[src/rtl/muldiv_pkg.sv]
// Shared types and constants for the sequential MIPS HI/LO multiply/divide unit.
package muldiv_pkg;

    // Operation codes as they arrive on the op port.
    typedef enum logic [1:0] {
        MD_MULT  = 2'b00,
        MD_MULTU = 2'b01,
        MD_DIV   = 2'b10,
        MD_DIVU  = 2'b11
    } md_op_t;

    // Sequencer states: capture, magnitude prep, iterate, sign fix.
    typedef enum logic [1:0] {
        IDLE = 2'b00,
        PREP = 2'b01,
        RUN  = 2'b10,
        FIX  = 2'b11
    } md_state_t;

    // ALU function codes used by the sequencer.
    localparam logic [2:0] ALU_ADD = 3'b010;
    localparam logic [2:0] ALU_SUB = 3'b110;

    // True for the two's-complement variants (MULT, DIV).
    function automatic logic isSignedOp(input md_op_t o);
        return (o == MD_MULT) || (o == MD_DIV);
    endfunction

    // True for the divide variants (DIV, DIVU).
    function automatic logic isDivOp(input md_op_t o);
        return (o == MD_DIV) || (o == MD_DIVU);
    endfunction

endpackage

[src/rtl/muldiv_seq_alu.sv]
// Small MIPS-style ALU: AND, OR, ADD, SUB, SLT with carry-out and zero flag.
// cout is the carry of a + (b or ~b) + f[2], so for SUB cout=1 means no borrow.
module alu_32bit #(
    parameter int WIDTH = 32
) (
    input  logic [WIDTH-1:0] a_i,
    input  logic [WIDTH-1:0] b_i,
    input  logic [2:0]       f_i,
    output logic [WIDTH-1:0] y_o,
    output logic             cout_o,
    output logic             zero_o
);

    logic [WIDTH-1:0] bEff;
    logic [WIDTH:0]   sum;
    logic             ovf;

    // Shared adder with optional inversion of b; f[1:0] selects the result.
    always_comb begin
        bEff   = f_i[2] ? ~b_i : b_i;
        sum    = {1'b0, a_i} + {1'b0, bEff} + {{WIDTH{1'b0}}, f_i[2]};
        ovf    = (a_i[WIDTH-1] == bEff[WIDTH-1]) && (sum[WIDTH-1] != a_i[WIDTH-1]);
        cout_o = sum[WIDTH];
        case (f_i[1:0])
            2'b00:   y_o = a_i & bEff;
            2'b01:   y_o = a_i | bEff;
            2'b10:   y_o = sum[WIDTH-1:0];
            default: y_o = {{(WIDTH-1){1'b0}}, sum[WIDTH-1] ^ ovf};
        endcase
        zero_o = (y_o == '0);
    end

endmodule

[src/rtl/muldiv_seq.sv]
// Multi-cycle HI/LO multiply/divide unit (MULT, MULTU, DIV, DIVU).
// One shared ALU performs the shift-add multiply and restoring-divide steps;
// signed operations run on magnitudes and are sign-corrected at the end.
module muldiv_seq
    import muldiv_pkg::*;
#(
    parameter int WIDTH = 32
) (
    input  logic             clk,
    input  logic             reset,
    input  logic             start,
    input  logic [1:0]       op,
    input  logic [WIDTH-1:0] a,
    input  logic [WIDTH-1:0] b,
    output logic             busy,
    output logic             done,
    output logic             div_by_zero,
    output logic [WIDTH-1:0] hi,
    output logic [WIDTH-1:0] lo
);

    localparam int CW = (WIDTH > 1) ? $clog2(WIDTH) : 1;

    md_state_t        state_q;
    md_op_t           op_q;
    logic [WIDTH-1:0] a_q, b_q;
    logic [WIDTH-1:0] acc_q;
    logic [WIDTH-1:0] low_q;
    logic [WIDTH-1:0] opnd_q;
    logic [CW-1:0]    cnt_q;
    logic             negQuot_q, negRem_q;
    logic             busy_q, done_q, dbz_q;
    logic [WIDTH-1:0] hi_q, lo_q;

    logic             isDiv, isSigned, divZero;
    logic [WIDTH-1:0] aMag, bMag;
    logic [WIDTH:0]   remShift;
    logic [WIDTH:0]   mulSum;
    logic             qBit;
    logic [WIDTH-1:0] aluA, aluY;
    logic [2:0]       aluF;
    logic             aluCout, aluZeroUnused;
    logic [WIDTH-1:0] accStep_d, lowStep_d;
    logic [2*WIDTH-1:0] prodNeg;
    logic [WIDTH-1:0] fixHi_d, fixLo_d;

    assign busy        = busy_q;
    assign done        = done_q;
    assign div_by_zero = dbz_q;
    assign hi          = hi_q;
    assign lo          = lo_q;

    // Operation decode, operand magnitudes, and the ALU operand/function select.
    always_comb begin
        isDiv    = isDivOp(op_q);
        isSigned = isSignedOp(op_q);
        divZero  = isDiv && (b_q == '0);
        aMag     = (isSigned && a_q[WIDTH-1]) ? -a_q : a_q;
        bMag     = (isSigned && b_q[WIDTH-1]) ? -b_q : b_q;
        remShift = {acc_q, low_q[WIDTH-1]};
        aluA     = isDiv ? remShift[WIDTH-1:0] : acc_q;
        aluF     = (state_q == RUN && isDiv) ? ALU_SUB : ALU_ADD;
    end

    alu_32bit #(.WIDTH(WIDTH)) uAlu (
        .a_i    (aluA),
        .b_i    (opnd_q),
        .f_i    (aluF),
        .y_o    (aluY),
        .cout_o (aluCout),
        .zero_o (aluZeroUnused)
    );

    // One iteration: add-and-shift-right for multiply, shift-left-and-trial-subtract for divide.
    always_comb begin
        mulSum = low_q[0] ? {aluCout, aluY} : {1'b0, acc_q};
        qBit   = remShift[WIDTH] | aluCout;
        if (isDiv) begin
            accStep_d = qBit ? aluY : remShift[WIDTH-1:0];
            lowStep_d = {low_q[WIDTH-2:0], qBit};
        end else begin
            accStep_d = mulSum[WIDTH:1];
            lowStep_d = {mulSum[0], low_q[WIDTH-1:1]};
        end
    end

    // Final HI/LO values: sign correction, or the fixed divide-by-zero pattern.
    always_comb begin
        prodNeg = -{acc_q, low_q};
        fixHi_d = acc_q;
        fixLo_d = low_q;
        if (divZero) begin
            fixHi_d = a_q;
            fixLo_d = '1;
        end else if (!isDiv) begin
            if (negQuot_q) begin
                fixHi_d = prodNeg[2*WIDTH-1:WIDTH];
                fixLo_d = prodNeg[WIDTH-1:0];
            end
        end else begin
            if (negQuot_q) fixLo_d = -low_q;
            if (negRem_q)  fixHi_d = -acc_q;
        end
    end

    // Sequencer with registered status and result outputs.
    always_ff @(posedge clk) begin
        if (reset) begin
            state_q   <= IDLE;
            op_q      <= MD_MULT;
            a_q       <= '0;
            b_q       <= '0;
            acc_q     <= '0;
            low_q     <= '0;
            opnd_q    <= '0;
            cnt_q     <= '0;
            negQuot_q <= 1'b0;
            negRem_q  <= 1'b0;
            busy_q    <= 1'b0;
            done_q    <= 1'b0;
            dbz_q     <= 1'b0;
            hi_q      <= '0;
            lo_q      <= '0;
        end else begin
            done_q <= 1'b0;
            dbz_q  <= 1'b0;
            case (state_q)
                IDLE: begin
                    if (start) begin
                        op_q    <= md_op_t'(op);
                        a_q     <= a;
                        b_q     <= b;
                        state_q <= PREP;
                    end
                end
                PREP: begin
                    low_q     <= isDiv ? aMag : bMag;
                    opnd_q    <= isDiv ? bMag : aMag;
                    negQuot_q <= isSigned && (a_q[WIDTH-1] ^ b_q[WIDTH-1]);
                    negRem_q  <= isSigned && a_q[WIDTH-1];
                    acc_q     <= '0;
                    cnt_q     <= '0;
                    busy_q    <= 1'b1;
                    state_q   <= RUN;
                end
                RUN: begin
                    acc_q <= accStep_d;
                    low_q <= lowStep_d;
                    cnt_q <= cnt_q + CW'(1);
                    if (cnt_q == CW'(WIDTH - 1)) state_q <= FIX;
                end
                FIX: begin
                    hi_q    <= fixHi_d;
                    lo_q    <= fixLo_d;
                    done_q  <= 1'b1;
                    dbz_q   <= divZero;
                    busy_q  <= 1'b0;
                    state_q <= IDLE;
                end
                default: state_q <= IDLE;
            endcase
        end
    end

endmodule

[config.mk]
export PLATFORM = sky130hd
export DESIGN_NAME = muldiv_seq
export DESIGN_NICKNAME = d
export VERILOG_FILES = /design/src/rtl/muldiv_pkg.sv /design/src/rtl/muldiv_seq_alu.sv /design/src/rtl/muldiv_seq.sv
export SDC_FILE = /design/constraint.sdc
export NUM_CORES = 1
export LEC_CHECK = 0
export BUFFER_PORTS_ARGS = -buffer_cell sky130_fd_sc_hd__buf_4
export CORE_MARGIN = 4
export CORE_UTILIZATION = 50
export DETAILED_ROUTE_END_ITERATION = 8
export PLACE_DENSITY = 0.69
export SETUP_SLACK_MARGIN = 0.05
export SYNTH_ARGS = -nofsm -noshare
export SYNTH_HDL_FRONTEND = slang
export SYNTH_SLANG_ARGS = --single-unit
[constraint.sdc]
create_clock -name clk -period 15 [get_ports clk]
set_input_delay 4.5 -clock clk [delete_from_list [all_inputs] [get_ports clk]]
set_output_delay 4.5 -clock clk [all_outputs]
set_load 0.005 [all_outputs]
# Word level (Yosys, flattened, before mapping)
# Cells that the tools add are included.
[classes] n_addsub=8 n_eq_ne=12 muxes=28 bitwise=7 reduce_logical=17
[op_table] cell="two-way mux 32 bit" n=17
[op_table] cell="negation 32 bit" n=4
[op_table] cell="one-hot mux 32 bit (2 select lines)" n=2
[op_table] cell="one-hot mux 32 bit (3 select lines)" n=1
[op_table] cell="negation 64 bit" n=1
[op_table] cell="adder 32 x 32 -> 33 bit" n=1
[op_table] cell="adder 33 x 1 -> 33 bit" n=1
[op_table] cell="two-way mux 33 bit" n=1
[op_table] cell="AND 32 bit" n=1
[op_table] cell="zero test 32 bit" n=1
[op_table] cell="inverter 32 bit" n=1
[op_table] cell="OR 32 bit" n=1
[op_table] cell="equality test 2 bit (second input constant)" n=5
[op_table] cell="one-hot mux 5 bit (2 select lines)" n=1
[op_table] cell="one-hot mux 2 bit (4 select lines)" n=1
[op_table] cell="logical AND 1 bit" n=6
[op_table] cell="zero test 2 bit" n=3
[op_table] cell="adder 5 x 1 -> 5 bit (second input constant)" n=1
[op_table] cell="equality test 5 bit (second input constant)" n=1
[op_table] cell="equality test 2 x 1 -> 1 bit (second input constant)" n=2
[op_table] cell="two-way mux 2 bit" n=2
[op_table] cell="AND reduction 2 bit" n=2
[op_table] cell="nonzero test 2 bit" n=2
[op_table] cell="two-way mux 3 bit" n=1
[op_table] cell="11 further kinds" n=13
[word_totals] register_bits=238 output_inout_bits=67 word_cells=87

# Logic depth before layout (Yosys ltp)
[depth] ltp_word=14 ltp_mapped=20 ltp_nobuf=15

# By module
# Synthesis repeated with hierarchy kept, for this count alone.
[unflattened] hier_cells=2414 hier_area_um2=18028.5
[modules_own_cells] module="muldiv_seq" instances=1 cells_per_inst=1859 area_per_inst_um2=14388.8 seq_area_each_um2=4764.6
[modules_own_cells] module="alu_32bit" instances=1 cells_per_inst=555 area_per_inst_um2=3639.7 seq_area_each_um2=0.0

# Least setup slack after synthesis
# No wires, ideal clock.
[synth_timing] path_type="input-to-reg" from="input port reset" to="register low_q[0]" setup_ps=128 arrival_ps=5383 required_time_ps=14872 slack_ps=9490 path_stages=4 path_buffers=3 cell_sequence="clkbuf_1 -> clkbuf_1 -> clkbuf_1 -> nor2_1"
[synth_rtl] item="from (decl)" line_no="muldiv_seq.sv:10" source="input logic reset,"
[synth_rtl] item="to (signal assigned)" line_no="muldiv_seq.sv:137" source="low_q <= isDiv ? aMag : bMag;"
[synth_rtl] item="to (signal assigned)" line_no="muldiv_seq.sv:148" source="low_q <= lowStep_d;"
[synth_rtl] item="to (decl)" line_no="muldiv_seq.sv:28" source="logic [WIDTH-1:0] low_q;"
# No word-level cell between the ends.

==> out/qor.txt <==
Synth Cell Area = 0.0162 mm²
GR Overflow Total = 0
CP cell instances = buf_6 -> inv_1 -> and3_1 -> a22oi_1 -> nand2_1
Worst skew pair latency = 0.58 ns
Remaining DRCs = 0
Synth Flop Type = dfxtp_1
CTS tree = done
Peak VDD IR = 0.113 mV
Largest net degree at the start of global routing = 131
Sequential area share after synthesis = 29.3%
Setup Fix Bufs, Post-CTS = 0
CORE AREA = 0.0318 mm²
Clk slew on worst S/H paths = 0.06 ns
# diodes = 0
Synth Instances = 2095
Initial core utilization = 51.1%
PD cells = 158 mW/mm²
Detailed Place HPWL = 40300 µm
Vias/cell = 6.11
PortBufs = 135
Crit path DAT = 6.66 ns
Reg2reg start = op_q[1]
Main area contributors after synthesis = dfxtp_1 (29%), a21oi_1 (7.1%), nand2_1 (6.8%)
Total power = 0.00289 W
Slowest Stage Delay on Critical Path = 0.69 ns
Minimum clock period = 6.19 ns
WHS = 0.457 ns
Max-slew violations = 0
Syn Area/Cell = 7.75 µm²
Vias in the first global route = 14400
Cts hold-fix bufs = 0
Final wirelength = 54400 µm
Yosys top cell by area = dfxtp_1
DRT Pass-1 Iters = 6
Leakage Power = 7.20 nW
Antenna-violating nets left = 0
DRT iter0 DRCs = 1749
Wire per inst = 21.2 µm
CP delay by family, top = buffers and inverters
Tot GR Track Use = 29.1%
Initial antenna violation count = 0
Row Count = 65
Ys Warns = 0
Final Hold Fails = 0
Worst Setup Path Type = input pin to flop
Async set-reset flop share out of synthesis = 0%
Io pins = 136
Nets@finish = 2225
Synth unique cells = 83
CTS resizes = 0
Yosys top cell area share = 29.3%
Filler Cells Inserted = 2908
Max-cap violations = 0
DR vias = 15700
H-Tree Depth = 1
Final Wtd Congestion = 0.951
Crit-path slowest cell = buf_6
Worst slew pin tran = 1.26 ns
Flop2flop setup slack = 9.99 ns
Max Freq = 0.162 GHz
Setup violators final = 0
Chip height = 188 µm
DR WL met3 = 4730 µm
CTS buffer count = 28
Worst-path fanout max = 130
Full die area = 0.0354 mm²
Top sig layer = met4
WL met2 = 23700 µm
Hold Path Origin = b_q[27]
#FFs+latches synth = 238
Worst endpoint required time = 15.47 ns
Worst Setup Start Kind = input pin
R2R Path End = low_q[0]
M1 wire length = 24100 µm
Syn Nets = 2207
Clock buffer depth = 3
Area Overhead vs Synth = 12.3%
Worst Hold Depth = 2
Hold EP = b_q[27]
Root buf cell = clkbuf_16
Final Cycle Share = 41.3%
Hold Path Class = flop to flop
CP Capture Type = flop
Reg2reg path depth = 13
Clock sinks = 238
CP Buf/Inv Count = 2
RSZ-0062 raised after global routing = false
Post-synth EDFFs = 0
Die Wd = 188 µm
Post-layout util = 57.4%
Setup TNS = 0 ns
Share of layout cells above drive strength 1 = 13.7%
Worst clock skew = 0.0401 ns
Status = finished clean
Max_slew headroom = 15.6%
First-pass GRT wire length = 83300 µm
==> final cells by class <==
cell class | instances | area, µm² | area share (%)
multi-input cells | 1642 | 10600 | 58.3
flip-flops and latches | 238 | 4770 | 26.1
repair buffers | 153 | 1150 | 6.31
clock buffers | 37 | 785 | 4.30
well taps | 435 | 544 | 2.98
inverters | 50 | 188 | 1.03
clock inverters | 13 | 181 | 0.994
==> worst min-delay path: cells and delay by family, from the launching register on <==
kind             cells  cell delay (ns)
AND/OR/NAND/NOR      1             0.05
flip-flops           1             0.31
AO/OA/AOI/OAI        1             0.05
==> power breakdown <==
group	internal (W)	switching (W)	total, W
Clock	0.000421	0.000288	0.000709
Sequential	0.000735	0.000162	0.000897
Combinational	0.000483	0.000804	0.00129
==> cells by family (layout without fill, tap and decap cells) <==
group	count (synthesis)	after routing	synth area share, %
AND/OR/NAND/NOR	737	737	21.2
multiplexers	135	135	10.0
buffers and inverters	215	253	5.31
AO/OA/AOI/OAI	550	550	21.2
flip-flops	238	238	29.3
XOR/XNOR	177	177	9.54
adder cells (fa/ha/maj)	43	43	3.36
==> per-layer routing <==
metal / up-vias / global-route usage [%]
met3: 102 / 4.33
met1: 7427 / 42.5
met4: 0 / 9.74
met5: - / 0
met2: 725 / 44.2
li1: 7442 / -
==> through the flow <==
| stage | instances | setup WS, ns | cell area, µm² |
|---|---|---|---|
| 2_1_floorplan | 2095 | 9.49 | 16200 |
| 3_3_place_gp | 2518 | 8.28 | 17300 |
| 3_5_place_dp | 2518 | 8.28 | 17300 |
| 4_1_cts | 2568 | 8.89 | 18300 |
| 5_1_grt | 2568 | 8.68 | 18300 |
| 6_report | 2568 | 8.81 | 18300 |
==> placed cells by master, fill, tap and decap left out, types with 25 or more instances in the layout <==
master       n
xor2_1      67
inv_1       49
buf_4      152
nor2_1     200
a311oi_1    25
nor3_1      44
ha_1        39
mux2i_1     78
a21oi_1    231
xnor2_1    110
o211ai_1    39
mux2_2      39
dfxtp_1    237
nand2b_1    29
nand2_1    293
o21ai_0     84
clkbuf_16   28
==> synthesized netlist by cell type (9+ instances only) <==
cell,n
a211oi_1,14
a21o_1,17
a21oi_1,231
a22oi_1,9
a311oi_1,25
a31oi_1,14
and3_1,22
buf_1,19
clkbuf_1,131
dfxtp_1,238
ha_1,42
inv_1,50
mux2_2,39
mux2i_1,78
mux4_2,18
nand2_1,294
nand2b_1,29
nand3_1,19
nand4_1,9
nor2_1,201
nor2b_1,23
nor3_1,44
nor3b_1,10
nor4_1,16
o211ai_1,39
o21a_1,17
o21ai_0,84
o22ai_1,13
o31ai_1,16
o41ai_1,11
or3_1,21
or4_1,14
xnor2_1,110
xor2_1,67
==> worst max path at each step <==
stage | from | endpoint | slack (ns) | cells after the start
finish | reset | low_q[31] | 8.81 | 5
detailed placement | reset | low_q[31] | 8.28 | 5
CTS | reset | low_q[31] | 8.89 | 5
global placement | reset | low_q[31] | 8.28 | 5
global route | reset | low_q[24] | 8.68 | 5
floorplan | reset | low_q[0] | 9.49 | 4
==> flip-flops by register name, summed over array words and instances, names as in the netlist, 2 cells and up <==
name	count
a_q	32
acc_q	32
b_q	32
cnt_q	5
hi	32
lo	32
low_q	32
op_q	2
opnd_q	32
state_q	2
(Power assumes the default switching activity.)
